**src/rtl/image_frame_loader_pkg.sv**
```systemverilog
// Shared definitions for the framed image loader: FSM states, error codes and
// default framing bytes.
package image_frame_loader_pkg;

  typedef enum logic [2:0] {
    StIdle,
    StHdr2,
    StPayload,
    StCksum,
    StTrl1,
    StTrl2
  } state_e;

  localparam logic [1:0] ERR_CKSUM   = 2'd0;
  localparam logic [1:0] ERR_TRAILER = 2'd1;
  localparam logic [1:0] ERR_TIMEOUT = 2'd2;
  localparam logic [1:0] ERR_OVERRUN = 2'd3;

  localparam logic [7:0] DEF_HDR1 = 8'hBB;
  localparam logic [7:0] DEF_HDR2 = 8'h66;
  localparam logic [7:0] DEF_TRL1 = 8'h66;
  localparam logic [7:0] DEF_TRL2 = 8'hBB;

  localparam int unsigned DEF_IMG_SIZE = 784;

endpackage

```
**src/rtl/image_frame_loader_if.sv**
```systemverilog
// Byte-stream input, buffer write bus and status signals of the frame loader.
// The master side is the loader itself; the slave side is its environment.
interface image_frame_loader_if #(
  parameter int unsigned ADDR_W  = 10,
  parameter int unsigned BANK_W  = 1,
  parameter int unsigned N_BANKS = 2
);
  logic               enable;
  logic [7:0]         rx_data;
  logic               rx_valid;
  logic               bank_release;
  logic [BANK_W-1:0]  release_id;

  logic               wr_en;
  logic [BANK_W-1:0]  wr_bank;
  logic [ADDR_W-1:0]  wr_addr;
  logic [7:0]         wr_data;
  logic               image_loaded;
  logic [BANK_W-1:0]  loaded_bank;
  logic               frame_error;
  logic [1:0]         err_code;
  logic               busy;
  logic [N_BANKS-1:0] bank_full;

  modport master (
    input  enable, rx_data, rx_valid, bank_release, release_id,
    output wr_en, wr_bank, wr_addr, wr_data, image_loaded, loaded_bank,
           frame_error, err_code, busy, bank_full
  );

  modport slave (
    output enable, rx_data, rx_valid, bank_release, release_id,
    input  wr_en, wr_bank, wr_addr, wr_data, image_loaded, loaded_bank,
           frame_error, err_code, busy, bank_full
  );

endinterface

```
**src/rtl/image_frame_loader_bank_allocator.sv**
```systemverilog
// Tracks which image banks are full (holding a finished frame) or claimed
// (currently being filled) and offers the lowest-index free bank.
module image_frame_loader_bank_allocator #(
  parameter int unsigned N_BANKS = 2,
  parameter int unsigned BANK_W  = 1
) (
  input  logic               clk,
  input  logic               rst,
  input  logic               claim,
  input  logic               commit,
  input  logic               fail,
  input  logic [BANK_W-1:0]  active,
  input  logic               release_req,
  input  logic [BANK_W-1:0]  release_id,
  output logic [BANK_W-1:0]  free_idx,
  output logic               any_free,
  output logic [N_BANKS-1:0] bank_full
);

  logic [N_BANKS-1:0] full_q, full_d;
  logic [N_BANKS-1:0] claimed_q, claimed_d;
  logic [N_BANKS-1:0] free_mask;

  // Lowest free bank; computed from registered state so a same-cycle release
  // is not yet visible to a claim.
  always_comb begin
    free_mask = ~(full_q | claimed_q);
    free_idx  = '0;
    any_free  = 1'b0;
    for (int i = N_BANKS - 1; i >= 0; i--) begin
      if (free_mask[i]) begin
        free_idx = BANK_W'(i);
        any_free = 1'b1;
      end
    end
  end

  // Next-state of full/claimed flags. Only a full bank can be released, so
  // releasing a free or in-fill bank has no effect.
  always_comb begin
    full_d    = full_q;
    claimed_d = claimed_q;
    for (int i = 0; i < N_BANKS; i++) begin
      if (release_req && (release_id == BANK_W'(i)) && full_q[i]) begin
        full_d[i] = 1'b0;
      end
      if (claim && (free_idx == BANK_W'(i))) begin
        claimed_d[i] = 1'b1;
      end
      if ((commit || fail) && (active == BANK_W'(i))) begin
        claimed_d[i] = 1'b0;
      end
      if (commit && (active == BANK_W'(i))) begin
        full_d[i] = 1'b1;
      end
    end
  end

  // Bank flag registers.
  always_ff @(posedge clk) begin
    if (rst) begin
      full_q    <= '0;
      claimed_q <= '0;
    end else begin
      full_q    <= full_d;
      claimed_q <= claimed_d;
    end
  end

  assign bank_full = full_q;

endmodule

```
**src/rtl/image_frame_loader.sv**
```systemverilog
// Parses framed images (header, fixed payload, XOR checksum, trailer) from a
// byte stream and writes the payload into one of several image banks.
module image_frame_loader
  import image_frame_loader_pkg::*;
#(
  parameter int unsigned IMG_SIZE    = DEF_IMG_SIZE,
  parameter int unsigned ADDR_W      = 10,
  parameter int unsigned N_BANKS     = 2,
  parameter int unsigned BANK_W      = 1,
  parameter logic [7:0]  HDR1        = DEF_HDR1,
  parameter logic [7:0]  HDR2        = DEF_HDR2,
  parameter logic [7:0]  TRL1        = DEF_TRL1,
  parameter logic [7:0]  TRL2        = DEF_TRL2,
  parameter int unsigned TIMEOUT_CYC = 1_000_000
) (
  input logic clk,
  input logic rst,
  image_frame_loader_if.master bus
);

  localparam int unsigned TMO_W = $clog2(TIMEOUT_CYC + 1);

  state_e            state_q, state_d;
  logic [ADDR_W-1:0] byte_cnt_q, byte_cnt_d;
  logic [7:0]        csum_q, csum_d;
  logic [BANK_W-1:0] cur_bank_q, cur_bank_d;
  logic [TMO_W-1:0]  tmo_q, tmo_d;

  logic              wr_en_q, wr_en_d;
  logic [BANK_W-1:0] wr_bank_q, wr_bank_d;
  logic [ADDR_W-1:0] wr_addr_q, wr_addr_d;
  logic [7:0]        wr_data_q, wr_data_d;
  logic              loaded_q, loaded_d;
  logic [BANK_W-1:0] loaded_bank_q, loaded_bank_d;
  logic              err_q, err_d;
  logic [1:0]        err_code_q, err_code_d;

  logic              claim, commit, fail;
  logic [BANK_W-1:0] free_idx;
  logic              any_free;
  logic              has_bank;
  logic              tmo_hit;

  image_frame_loader_bank_allocator #(
    .N_BANKS(N_BANKS),
    .BANK_W (BANK_W)
  ) u_alloc (
    .clk        (clk),
    .rst        (rst),
    .claim      (claim),
    .commit     (commit),
    .fail       (fail),
    .active     (cur_bank_q),
    .release_req(bus.bank_release),
    .release_id (bus.release_id),
    .free_idx   (free_idx),
    .any_free   (any_free),
    .bank_full  (bus.bank_full)
  );

  // Frame parser: next state, bank bookkeeping and registered outputs.
  always_comb begin
    state_d       = state_q;
    byte_cnt_d    = byte_cnt_q;
    csum_d        = csum_q;
    cur_bank_d    = cur_bank_q;
    wr_en_d       = 1'b0;
    wr_bank_d     = wr_bank_q;
    wr_addr_d     = wr_addr_q;
    wr_data_d     = wr_data_q;
    loaded_d      = 1'b0;
    loaded_bank_d = loaded_bank_q;
    err_d         = 1'b0;
    err_code_d    = err_code_q;
    claim         = 1'b0;
    commit        = 1'b0;
    fail          = 1'b0;

    has_bank = (state_q == StPayload) || (state_q == StCksum) ||
               (state_q == StTrl1) || (state_q == StTrl2);
    tmo_hit  = (state_q != StIdle) && !bus.rx_valid &&
               (tmo_q == TMO_W'(TIMEOUT_CYC - 1));

    // Idle clocks since the last byte; only meaningful inside a frame.
    if ((state_q == StIdle) || bus.rx_valid) begin
      tmo_d = '0;
    end else begin
      tmo_d = tmo_q + TMO_W'(1);
    end

    if (!bus.enable) begin
      // Silent abort: free any claimed bank, no error pulse.
      state_d = StIdle;
      fail    = has_bank;
    end else if (tmo_hit) begin
      state_d    = StIdle;
      fail       = has_bank;
      err_d      = 1'b1;
      err_code_d = ERR_TIMEOUT;
    end else if (bus.rx_valid) begin
      case (state_q)
        StIdle: begin
          if (bus.rx_data == HDR1) state_d = StHdr2;
        end
        StHdr2: begin
          if (bus.rx_data == HDR2) begin
            if (any_free) begin
              state_d    = StPayload;
              claim      = 1'b1;
              cur_bank_d = free_idx;
              byte_cnt_d = '0;
              csum_d     = '0;
            end else begin
              state_d    = StIdle;
              err_d      = 1'b1;
              err_code_d = ERR_OVERRUN;
            end
          end else if (bus.rx_data != HDR1) begin
            state_d = StIdle;
          end
        end
        StPayload: begin
          // Payload bytes are pure data, even when they match a marker.
          wr_en_d    = 1'b1;
          wr_bank_d  = cur_bank_q;
          wr_addr_d  = byte_cnt_q;
          wr_data_d  = bus.rx_data;
          csum_d     = csum_q ^ bus.rx_data;
          byte_cnt_d = byte_cnt_q + ADDR_W'(1);
          if (byte_cnt_q == ADDR_W'(IMG_SIZE - 1)) state_d = StCksum;
        end
        StCksum: begin
          if (bus.rx_data == csum_q) begin
            state_d = StTrl1;
          end else begin
            state_d    = StIdle;
            fail       = 1'b1;
            err_d      = 1'b1;
            err_code_d = ERR_CKSUM;
          end
        end
        StTrl1: begin
          if (bus.rx_data == TRL1) begin
            state_d = StTrl2;
          end else begin
            state_d    = StIdle;
            fail       = 1'b1;
            err_d      = 1'b1;
            err_code_d = ERR_TRAILER;
          end
        end
        StTrl2: begin
          state_d = StIdle;
          if (bus.rx_data == TRL2) begin
            commit        = 1'b1;
            loaded_d      = 1'b1;
            loaded_bank_d = cur_bank_q;
          end else begin
            fail       = 1'b1;
            err_d      = 1'b1;
            err_code_d = ERR_TRAILER;
          end
        end
        default: state_d = StIdle;
      endcase
    end
  end

  // State and output registers with synchronous reset.
  always_ff @(posedge clk) begin
    if (rst) begin
      state_q       <= StIdle;
      byte_cnt_q    <= '0;
      csum_q        <= '0;
      cur_bank_q    <= '0;
      tmo_q         <= '0;
      wr_en_q       <= 1'b0;
      wr_bank_q     <= '0;
      wr_addr_q     <= '0;
      wr_data_q     <= '0;
      loaded_q      <= 1'b0;
      loaded_bank_q <= '0;
      err_q         <= 1'b0;
      err_code_q    <= '0;
    end else begin
      state_q       <= state_d;
      byte_cnt_q    <= byte_cnt_d;
      csum_q        <= csum_d;
      cur_bank_q    <= cur_bank_d;
      tmo_q         <= tmo_d;
      wr_en_q       <= wr_en_d;
      wr_bank_q     <= wr_bank_d;
      wr_addr_q     <= wr_addr_d;
      wr_data_q     <= wr_data_d;
      loaded_q      <= loaded_d;
      loaded_bank_q <= loaded_bank_d;
      err_q         <= err_d;
      err_code_q    <= err_code_d;
    end
  end

  assign bus.wr_en        = wr_en_q;
  assign bus.wr_bank      = wr_bank_q;
  assign bus.wr_addr      = wr_addr_q;
  assign bus.wr_data      = wr_data_q;
  assign bus.image_loaded = loaded_q;
  assign bus.loaded_bank  = loaded_bank_q;
  assign bus.frame_error  = err_q;
  assign bus.err_code     = err_code_q;
  assign bus.busy         = (state_q != StIdle);

endmodule

```
**src/flat_wrapper.sv**
```systemverilog
// flat-port wrapper written by rule: the top's interface ports become plain ports
module image_frame_loader_flat import image_frame_loader_pkg::*;
#(
  parameter int unsigned IMG_SIZE    = DEF_IMG_SIZE,
  parameter int unsigned ADDR_W      = 10,
  parameter int unsigned N_BANKS     = 2,
  parameter int unsigned BANK_W      = 1,
  parameter logic [7:0]  HDR1        = DEF_HDR1,
  parameter logic [7:0]  HDR2        = DEF_HDR2,
  parameter logic [7:0]  TRL1        = DEF_TRL1,
  parameter logic [7:0]  TRL2        = DEF_TRL2,
  parameter int unsigned TIMEOUT_CYC = 1_000_000
)
  (clk, rst, bus_enable, bus_rx_data, bus_rx_valid, bus_bank_release, bus_release_id, bus_wr_en, bus_wr_bank, bus_wr_addr, bus_wr_data, bus_image_loaded, bus_loaded_bank, bus_frame_error, bus_err_code, bus_busy, bus_bank_full);
  image_frame_loader_if #(.ADDR_W(ADDR_W), .BANK_W(BANK_W), .N_BANKS(N_BANKS)) bus_i ();
  input logic clk;
  input logic rst;
  input wire logic [$bits(bus_i.enable)-1:0] bus_enable;
  input wire logic [$bits(bus_i.rx_data)-1:0] bus_rx_data;
  input wire logic [$bits(bus_i.rx_valid)-1:0] bus_rx_valid;
  input wire logic [$bits(bus_i.bank_release)-1:0] bus_bank_release;
  input wire logic [$bits(bus_i.release_id)-1:0] bus_release_id;
  output wire logic [$bits(bus_i.wr_en)-1:0] bus_wr_en;
  output wire logic [$bits(bus_i.wr_bank)-1:0] bus_wr_bank;
  output wire logic [$bits(bus_i.wr_addr)-1:0] bus_wr_addr;
  output wire logic [$bits(bus_i.wr_data)-1:0] bus_wr_data;
  output wire logic [$bits(bus_i.image_loaded)-1:0] bus_image_loaded;
  output wire logic [$bits(bus_i.loaded_bank)-1:0] bus_loaded_bank;
  output wire logic [$bits(bus_i.frame_error)-1:0] bus_frame_error;
  output wire logic [$bits(bus_i.err_code)-1:0] bus_err_code;
  output wire logic [$bits(bus_i.busy)-1:0] bus_busy;
  output wire logic [$bits(bus_i.bank_full)-1:0] bus_bank_full;
  assign bus_i.enable = bus_enable;
  assign bus_i.rx_data = bus_rx_data;
  assign bus_i.rx_valid = bus_rx_valid;
  assign bus_i.bank_release = bus_bank_release;
  assign bus_i.release_id = bus_release_id;
  assign bus_wr_en = bus_i.wr_en;
  assign bus_wr_bank = bus_i.wr_bank;
  assign bus_wr_addr = bus_i.wr_addr;
  assign bus_wr_data = bus_i.wr_data;
  assign bus_image_loaded = bus_i.image_loaded;
  assign bus_loaded_bank = bus_i.loaded_bank;
  assign bus_frame_error = bus_i.frame_error;
  assign bus_err_code = bus_i.err_code;
  assign bus_busy = bus_i.busy;
  assign bus_bank_full = bus_i.bank_full;
  image_frame_loader #(.IMG_SIZE(IMG_SIZE), .ADDR_W(ADDR_W), .N_BANKS(N_BANKS), .BANK_W(BANK_W), .HDR1(HDR1), .HDR2(HDR2), .TRL1(TRL1), .TRL2(TRL2), .TIMEOUT_CYC(TIMEOUT_CYC)) u_core (.clk(clk), .rst(rst), .bus(bus_i));
endmodule
```
**config.mk**
```make
export PLATFORM = sky130hd
export DESIGN_NAME = image_frame_loader_flat
export DESIGN_NICKNAME = d
export VERILOG_FILES = /design/src/rtl/image_frame_loader_pkg.sv /design/src/rtl/image_frame_loader_if.sv /design/src/rtl/image_frame_loader_bank_allocator.sv /design/src/rtl/image_frame_loader.sv /design/src/flat_wrapper.sv
export SDC_FILE = /design/constraint.sdc
export NUM_CORES = 1
export LEC_CHECK = 0
export BUFFER_PORTS_ARGS = -buffer_cell sky130_fd_sc_hd__buf_2
export CAP_MARGIN = 20
export CORE_MARGIN = 5
export CORE_UTILIZATION = 50
export DETAILED_ROUTE_END_ITERATION = 16
export PLACE_DENSITY = 0.79
export SETUP_SLACK_MARGIN = 0.1
export SLEW_MARGIN = 20
export SYNTH_ARGS = -nofsm -noshare
export SYNTH_HDL_FRONTEND = slang
export SYNTH_SLANG_ARGS = --single-unit
```
**constraint.sdc**
```tcl
create_clock -name clk -period 4.63 [get_ports clk]
set_input_delay 0.463 -clock clk [delete_from_list [all_inputs] [get_ports clk]]
set_output_delay 0.463 -clock clk [all_outputs]
set_load 0.03 [all_outputs]
```
* Yosys cells after proc, flatten, opt, wreduce, memory -nomap -nowiden
Index checks and enable logic that the tools add are counted.
W data, S select, Z words.
** Storage, ports and cells
- Register bits :: 71
- Input port bits :: 14
- Word-level logic and storage cells :: 139
** Operators by class
- Bitwise logic cells :: 9
- Mux-type cells :: 53
- Equality and inequality tests :: 21
- $add $sub $neg :: 2
- Reductions and logical operators :: 37
** Operators by type and width (count)
- $mux W1 :: 29
- $add A20 B1 Y20 const B :: 1
- $eq A20 B20 Y1 const B :: 1
- $mux W10 :: 2
- $pmux W10 S2 :: 1
- $mux W3 :: 6
- $mux W2 :: 8
- $mux W8 :: 2
- $pmux W8 S2 :: 1
- $pmux W3 S5 :: 1
- $logic_and A1 B1 Y1 :: 12
- $reduce_and A6 Y1 :: 2
- $add A10 B1 Y10 const B :: 1
- $eq A10 B10 Y1 const B :: 1
- $ne A3 B2 Y1 const B :: 3
- $eq A8 B7 Y1 const B :: 1
- $eq A8 B8 Y1 :: 1
- $eq A8 B8 Y1 const B :: 1
- $ne A8 B8 Y1 const B :: 1
- $pmux W2 S4 :: 1
- $reduce_and A4 Y1 :: 2
- $reduce_and A8 Y1 :: 1
- $reduce_bool A2 Y1 :: 4
- $reduce_or A2 Y1 :: 4
- other kinds (21) :: 35

* Depth between registers and ports, before layout
- Depth in word-level cells :: 11
- Depth in mapped cells :: 7
- Mapped depth without buffers :: 6

* By module
Synthesis repeated with hierarchy kept, for this count alone.
** Unflattened totals
- Cell total of the unflattened synthesis :: 399
- Area, all modules :: 3533.4 µm²
** Modules (own cells, without submodules)
- image_frame_loader :: cells each 378, area an instance 3353.2 µm², instances 1
- image_frame_loader_bank_allocator :: cells each 21, area an instance 180.2 µm², instances 1

* Worst setup path before layout
OpenSTA, ideal clock, no wires.
- Kind :: input -> register
- Start :: input port bus_rx_data[3]
- End :: register u_core.byte_cnt_q[7]
- Required time :: 4.559 ns
- Arrival time :: 1.921 ns
- Buffers on the path :: 1
- Setup time :: 0.071 ns
- Stages on the path :: 6
- Setup slack :: 2.638 ns
- Cells stage by stage :: or4b_4 > o21ai_2 > buf_6 > nand4_4 > or3_1 > a21oi_1
** Between the ends
- Cells in the longest elaborated chain, start to end :: 3
** Ends and longest elaborated chain
- start, declared :: RTL line flat_wrapper.sv:19 : input wire logic [$bits(bus_i.rx_data)-1:0] bus_rx_data;
- $eq A8 B7 Y1 :: RTL line image_frame_loader.sv:106 : if (bus.rx_data == HDR2) begin
- $ne A2 B1 Y1 (no source line)
- $reduce_and A6 Y1 (no source line)
- end signal, assigned :: RTL line image_frame_loader.sv:187 : byte_cnt_q <= byte_cnt_d;
- end, declared :: RTL line image_frame_loader.sv:24 : logic [ADDR_W-1:0] byte_cnt_q, byte_cnt_d;
Every way passes these cells.
A chain may end at the register's enable or synchronous reset.

* Final worst setup path
- Start :: register u_core.state_q[1]
- End :: register u_core.csum_q[5]
** Between the ends
- Cells in the longest elaborated chain, start to end :: 5
- Elaborated cells on any way between the ends :: 11
- Classes of those cells :: eq/ne: 4; mux: 1; bitwise: 1; reduce/logical: 5
** Ends and longest elaborated chain
- start, declared :: RTL line image_frame_loader.sv:23 : state_e state_q, state_d;
- start signal, assigned :: RTL line image_frame_loader.sv:172 : state_q <= StIdle;
- start signal, assigned :: RTL line image_frame_loader.sv:186 : state_q <= state_d;
- branches (longest 5 deep; another with $reduce_and A6 Y1)
- end signal, assigned :: RTL line image_frame_loader.sv:188 : csum_q <= csum_d;
- end, declared :: RTL line image_frame_loader.sv:25 : logic [7:0] csum_q, csum_d;
Several ways; the timed one is not identified.

==> results.py <==
metrics = {
    "routing": {
        "top_layer": "met4",
        "number_of_drc_violations_after_detailed_routing_iteration_0": 149,
        "route.vias.total": 2916,
        "drt-vias-per-instance": 5.66,
        "detail_route.wirelength.met1_um": 3370,
        "routed-wl-met2_um": 3630,
        "wl_met3_um": 361,
        "drt_pre_antenna_iters": 4,
        "detail_route.drc_violations": 0,
        "routed_wire_length_per_instance_um": 14.6,
        "antenna_left": 0,
        "detail_route.wirelength_um": 7500,
    },
    "global_route": {
        "grt_overflow": 0,
        "grt_util_all_layers_pct": 18.2,
        "grt_start_max_net_pins": 32,
        "grt_pass1_wl_um": 12600,
        "grt_antenna_before_repair": 0,
        "grt_pass1_vias": 2759,
    },
    "worst_setup_path": {
        "critPathMaxFanout": 18,
        "setup.worst_path.class": "reg2reg",
        "worstPathRequired_ps": 4830,
        "critical_path.startpoint_type": "register",
        "critPathMaxStageDelay_ps": 640,
        "r2r_start": "u_core.state_q[1]",
        "critical-path-slowest-cell": "sky130_fd_sc_hd__o21bai_2",
        "setup.worst_path.start": "u_core.state_q[1]",
        "setup.worst_path.end_class": "register",
        "critical_path_arrival_ps": 2830,
        "timing.critical_path.cells": "nor3b_1 > a21o_1 > nand3_1 > o21bai_2 > nor2_1",
    },
    "power": {
        "power.density_cell_area_nw_per_um2": 314,
        "vdd.ir_drop.worst_mv": 0.233,
        "power.static_leakage_nw": 1.34,
    },
    "timing": {
        "setup_violations_final": 0,
        "total_negative_slack_for_setup_checks_ps": 0,
        "final_clock_period_utilization_by_the_worst_path_pct": 56.6,
        "hold_viol": 0,
        "fmaxAchievable_mhz": 381,
        "max_slew.worst_pin.slew_ps": 713,
        "worst_slew_margin_rel_pct": 52.5,
        "finalCriticalPeriod_ps": 2620,
        "grt_setup_unrepaired": "false",
        "clock_skew_ps": 8.40,
        "worst_slack_ps": 2010,
        "final_max_slew_viol_count": 0,
    },
    "hold_path": {
        "hold_path_startpoint": "bus_rx_data[2]",
        "hold_path_class": "in2reg",
    },
    "run_status": {
        "status": "finished, final reports clean",
    },
    "final_layout": {
        "layout.nets": 449,
        "post_layout_nonfiller_instances": 515,
        "drive_gt1_share_pct": 15.5,
        "n_antenna_cell": 0,
        "area_growth_from_synthesis_to_layout_pct": 13.6,
    },
    "floorplanning": {
        "row_count": 29,
        "die_width_um": 91.3,
        "die_h_um": 91.3,
        "die_area_um2": 8330,
        "design.portCount": 42,
        "starting_utilization_of_the_core_area_pct": 51.7,
        "core_area_um2": 6390,
    },
    "clock_tree": {
        "insertion_delay_ps": 350,
        "number_of_buffers_on_the_longest_clock_path": 2,
        "cts-root-buf": "sky130_fd_sc_hd__clkbuf_8",
        "number_of_instances_resized_during_post_cts_repair": 0,
        "clk_transition_reported_paths_ps": 80,
        "tritoncts": "done",
        "ctsHtreeMaxLevel": 3,
        "postCtsSetupRepairBufs": 0,
        "post_cts_hold_buffer_count": 0,
        "clock_sink_count": 71,
        "cts_made_buffers": 9,
    },
    "synthesis": {
        "ys_async_sr_fraction_pct": 0,
        "synth_top_area_share_pct": 43.1,
        "synth_top_cells_by_area": "sky130_fd_sc_hd__dfxtp_1 43%, sky130_fd_sc_hd__nand2_1 6.1%, sky130_fd_sc_hd__a21oi_1 5.8%, sky130_fd_sc_hd__nor2_1 5.0%, sky130_fd_sc_hd__xnor2_1 4.2%",
        "synthesis.nets": 411,
        "syn_avg_cell_area_um2": 8.36,
        "synth_enable_flop_cells": 0,
        "yosysWarnings": 0,
        "ys_types": 49,
        "postSynthCellCount": 395,
        "sequential_area_share_after_synthesis_pct": 43.1,
        "synth-seq-cells": 71,
        "synthDominantAreaCellType": "sky130_fd_sc_hd__dfxtp_1",
        "synth-main-ff-cell": "sky130_fd_sc_hd__dfxtp_1",
        "syn-cell-area_um2": 3300,
    },
    "place": {
        "port_buffers": 41,
        "place_ws_ps": 1730,
        "post-dp-hpwl_um": 5410,
        "globalplace.congestion": 0.873,
        "dpl.cell_count": 499,
    },
    "job": {
        "max_cap_violations": 0,
    },
}
==> layout make-up <==
class | instances | area [um^2]
timing repair buffer | 42 | 213
sequential | 71 | 1420
multi-input combinational | 299 | 1770
inverter | 10 | 37.5
clock buffer | 10 | 128
tap | 77 | 96.3
fill | 589 | 2640
clock inverter | 6 | 85.1
==> sequential cells by signal, indices dropped and copies added (netlist names), 2 cells and up <==
register                  flops
u_core.u_alloc.claimed_q      2
u_core.bus.err_code           2
u_core.bus.wr_data            8
u_core.bus.wr_addr           10
u_core.state_q                3
u_core.u_alloc.bank_full      2
u_core.csum_q                 8
u_core.tmo_q                 20
u_core.byte_cnt_q            10
==> report_power, final <==
| group | switching, mW | internal (mW) | total, mW |
|---|---|---|---|
| Clock | 0.234 | 0.301 | 0.536 |
| Combinational | 0.0218 | 0.0104 | 0.0322 |
| Sequential | 0.0000426 | 0.610 | 0.610 |
| Total | 0.256 | 0.922 | 1.18 |
==> layout by cell type (no fill, tap or decap), drive strengths merged, types with 2 or more instances in the layout <==
master,count
a221oi,2
bufinv,2
inv,10
clkinv,2
nand3b,2
or4b,2
mux2i,2
a41oi,2
nand2,54
or3,19
and4b,2
nor2,44
and2,5
nand3,12
ha,2
nor3,5
a211o,2
xnor2,16
nor4,2
xor2,15
nand4b,6
clkinvlp,2
a2111oi,2
nand4,16
a2bb2oi,2
nor3b,2
or4,2
and3,6
clkbuf,10
nor2b,2
a21oi,38
buf,42
o21ai,16
dfxtp,71
nor4b,3
or2,3
o21bai,4
==> cells in the mapped netlist (2+ instances only) <==
cell type,instances
sky130_fd_sc_hd__o21bai_1,3
sky130_fd_sc_hd__a2111oi_0,2
sky130_fd_sc_hd__a221oi_1,2
sky130_fd_sc_hd__xnor2_1,16
sky130_fd_sc_hd__nor2_1,44
sky130_fd_sc_hd__nand2_1,54
sky130_fd_sc_hd__inv_1,10
sky130_fd_sc_hd__nor4_1,2
sky130_fd_sc_hd__or3_1,19
sky130_fd_sc_hd__and2_1,5
sky130_fd_sc_hd__or2_2,3
sky130_fd_sc_hd__nor4b_1,3
sky130_fd_sc_hd__nor2b_1,2
sky130_fd_sc_hd__nand4b_1,6
sky130_fd_sc_hd__nor3_1,5
sky130_fd_sc_hd__a21oi_1,38
sky130_fd_sc_hd__and4b_1,2
sky130_fd_sc_hd__ha_1,2
sky130_fd_sc_hd__nand4_4,2
sky130_fd_sc_hd__mux2i_1,2
sky130_fd_sc_hd__nor3b_1,2
sky130_fd_sc_hd__dfxtp_1,71
sky130_fd_sc_hd__nand4_1,14
sky130_fd_sc_hd__clkbuf_1,9
sky130_fd_sc_hd__o21ai_0,15
sky130_fd_sc_hd__and3_1,6
sky130_fd_sc_hd__nand3_1,12
sky130_fd_sc_hd__a211o_1,2
sky130_fd_sc_hd__xor2_1,15
sky130_fd_sc_hd__nand3b_1,2
sky130_fd_sc_hd__or4_1,2
sky130_fd_sc_hd__a41oi_1,2
sky130_fd_sc_hd__buf_2,4
sky130_fd_sc_hd__a2bb2oi_1,2
==> layer usage <==
metal	vias to the layer above	GRT usage, %
met3	13	4.30
met1	1371	22.8
met2	61	30.6
met5	-	0
met4	0	6.23
li1	1471	-
==> critical path: cells and delay by family, from the launching register on <==
| family | cells | cell delay [ps] |
|---|---|---|
| simple gates | 3 | 890 |
| compound gates | 2 | 1050 |
| flops | 1 | 540 |
==> metrics by stage <==
stage,power [mW],instance area [um^2],hold WS (ps),util (%)
after floorplan,0.641,3300,413,-
after global placement,0.656,3540,422,55.4
after detailed placement,0.657,3540,429,55.4
after CTS,1.19,3750,401,58.7
after global routing,1.22,3750,398,58.7
final,1.18,3750,411,58.7
==> final timing paths <==
kind / endpoint / slack [ps] / cells after the start
max: u_core.csum_q[5] / 2010 / 5
min: u_core.bus.wr_data[2] / 410 / 3
max reg2reg: u_core.csum_q[5] / 2010 / 5
min reg2reg: u_core.tmo_q[0] / 440 / 1
==> logic make-up (layout without fill, tap and decap cells) <==
family / Yosys count / in the layout / synth area share [%]
AO/OA/AOI/OAI: 74 / 74 / 13.5
XOR/XNOR: 31 / 31 / 8.23
adder cells (fa/ha/maj): 2 / 2 / 0.758
buffers and inverters: 25 / 68 / 3.34
flip-flops: 71 / 71 / 43.1
multiplexers: 2 / 2 / 0.607
AND/OR/NAND/NOR: 190 / 190 / 30.5
Power figures use the tool's default switching activity.
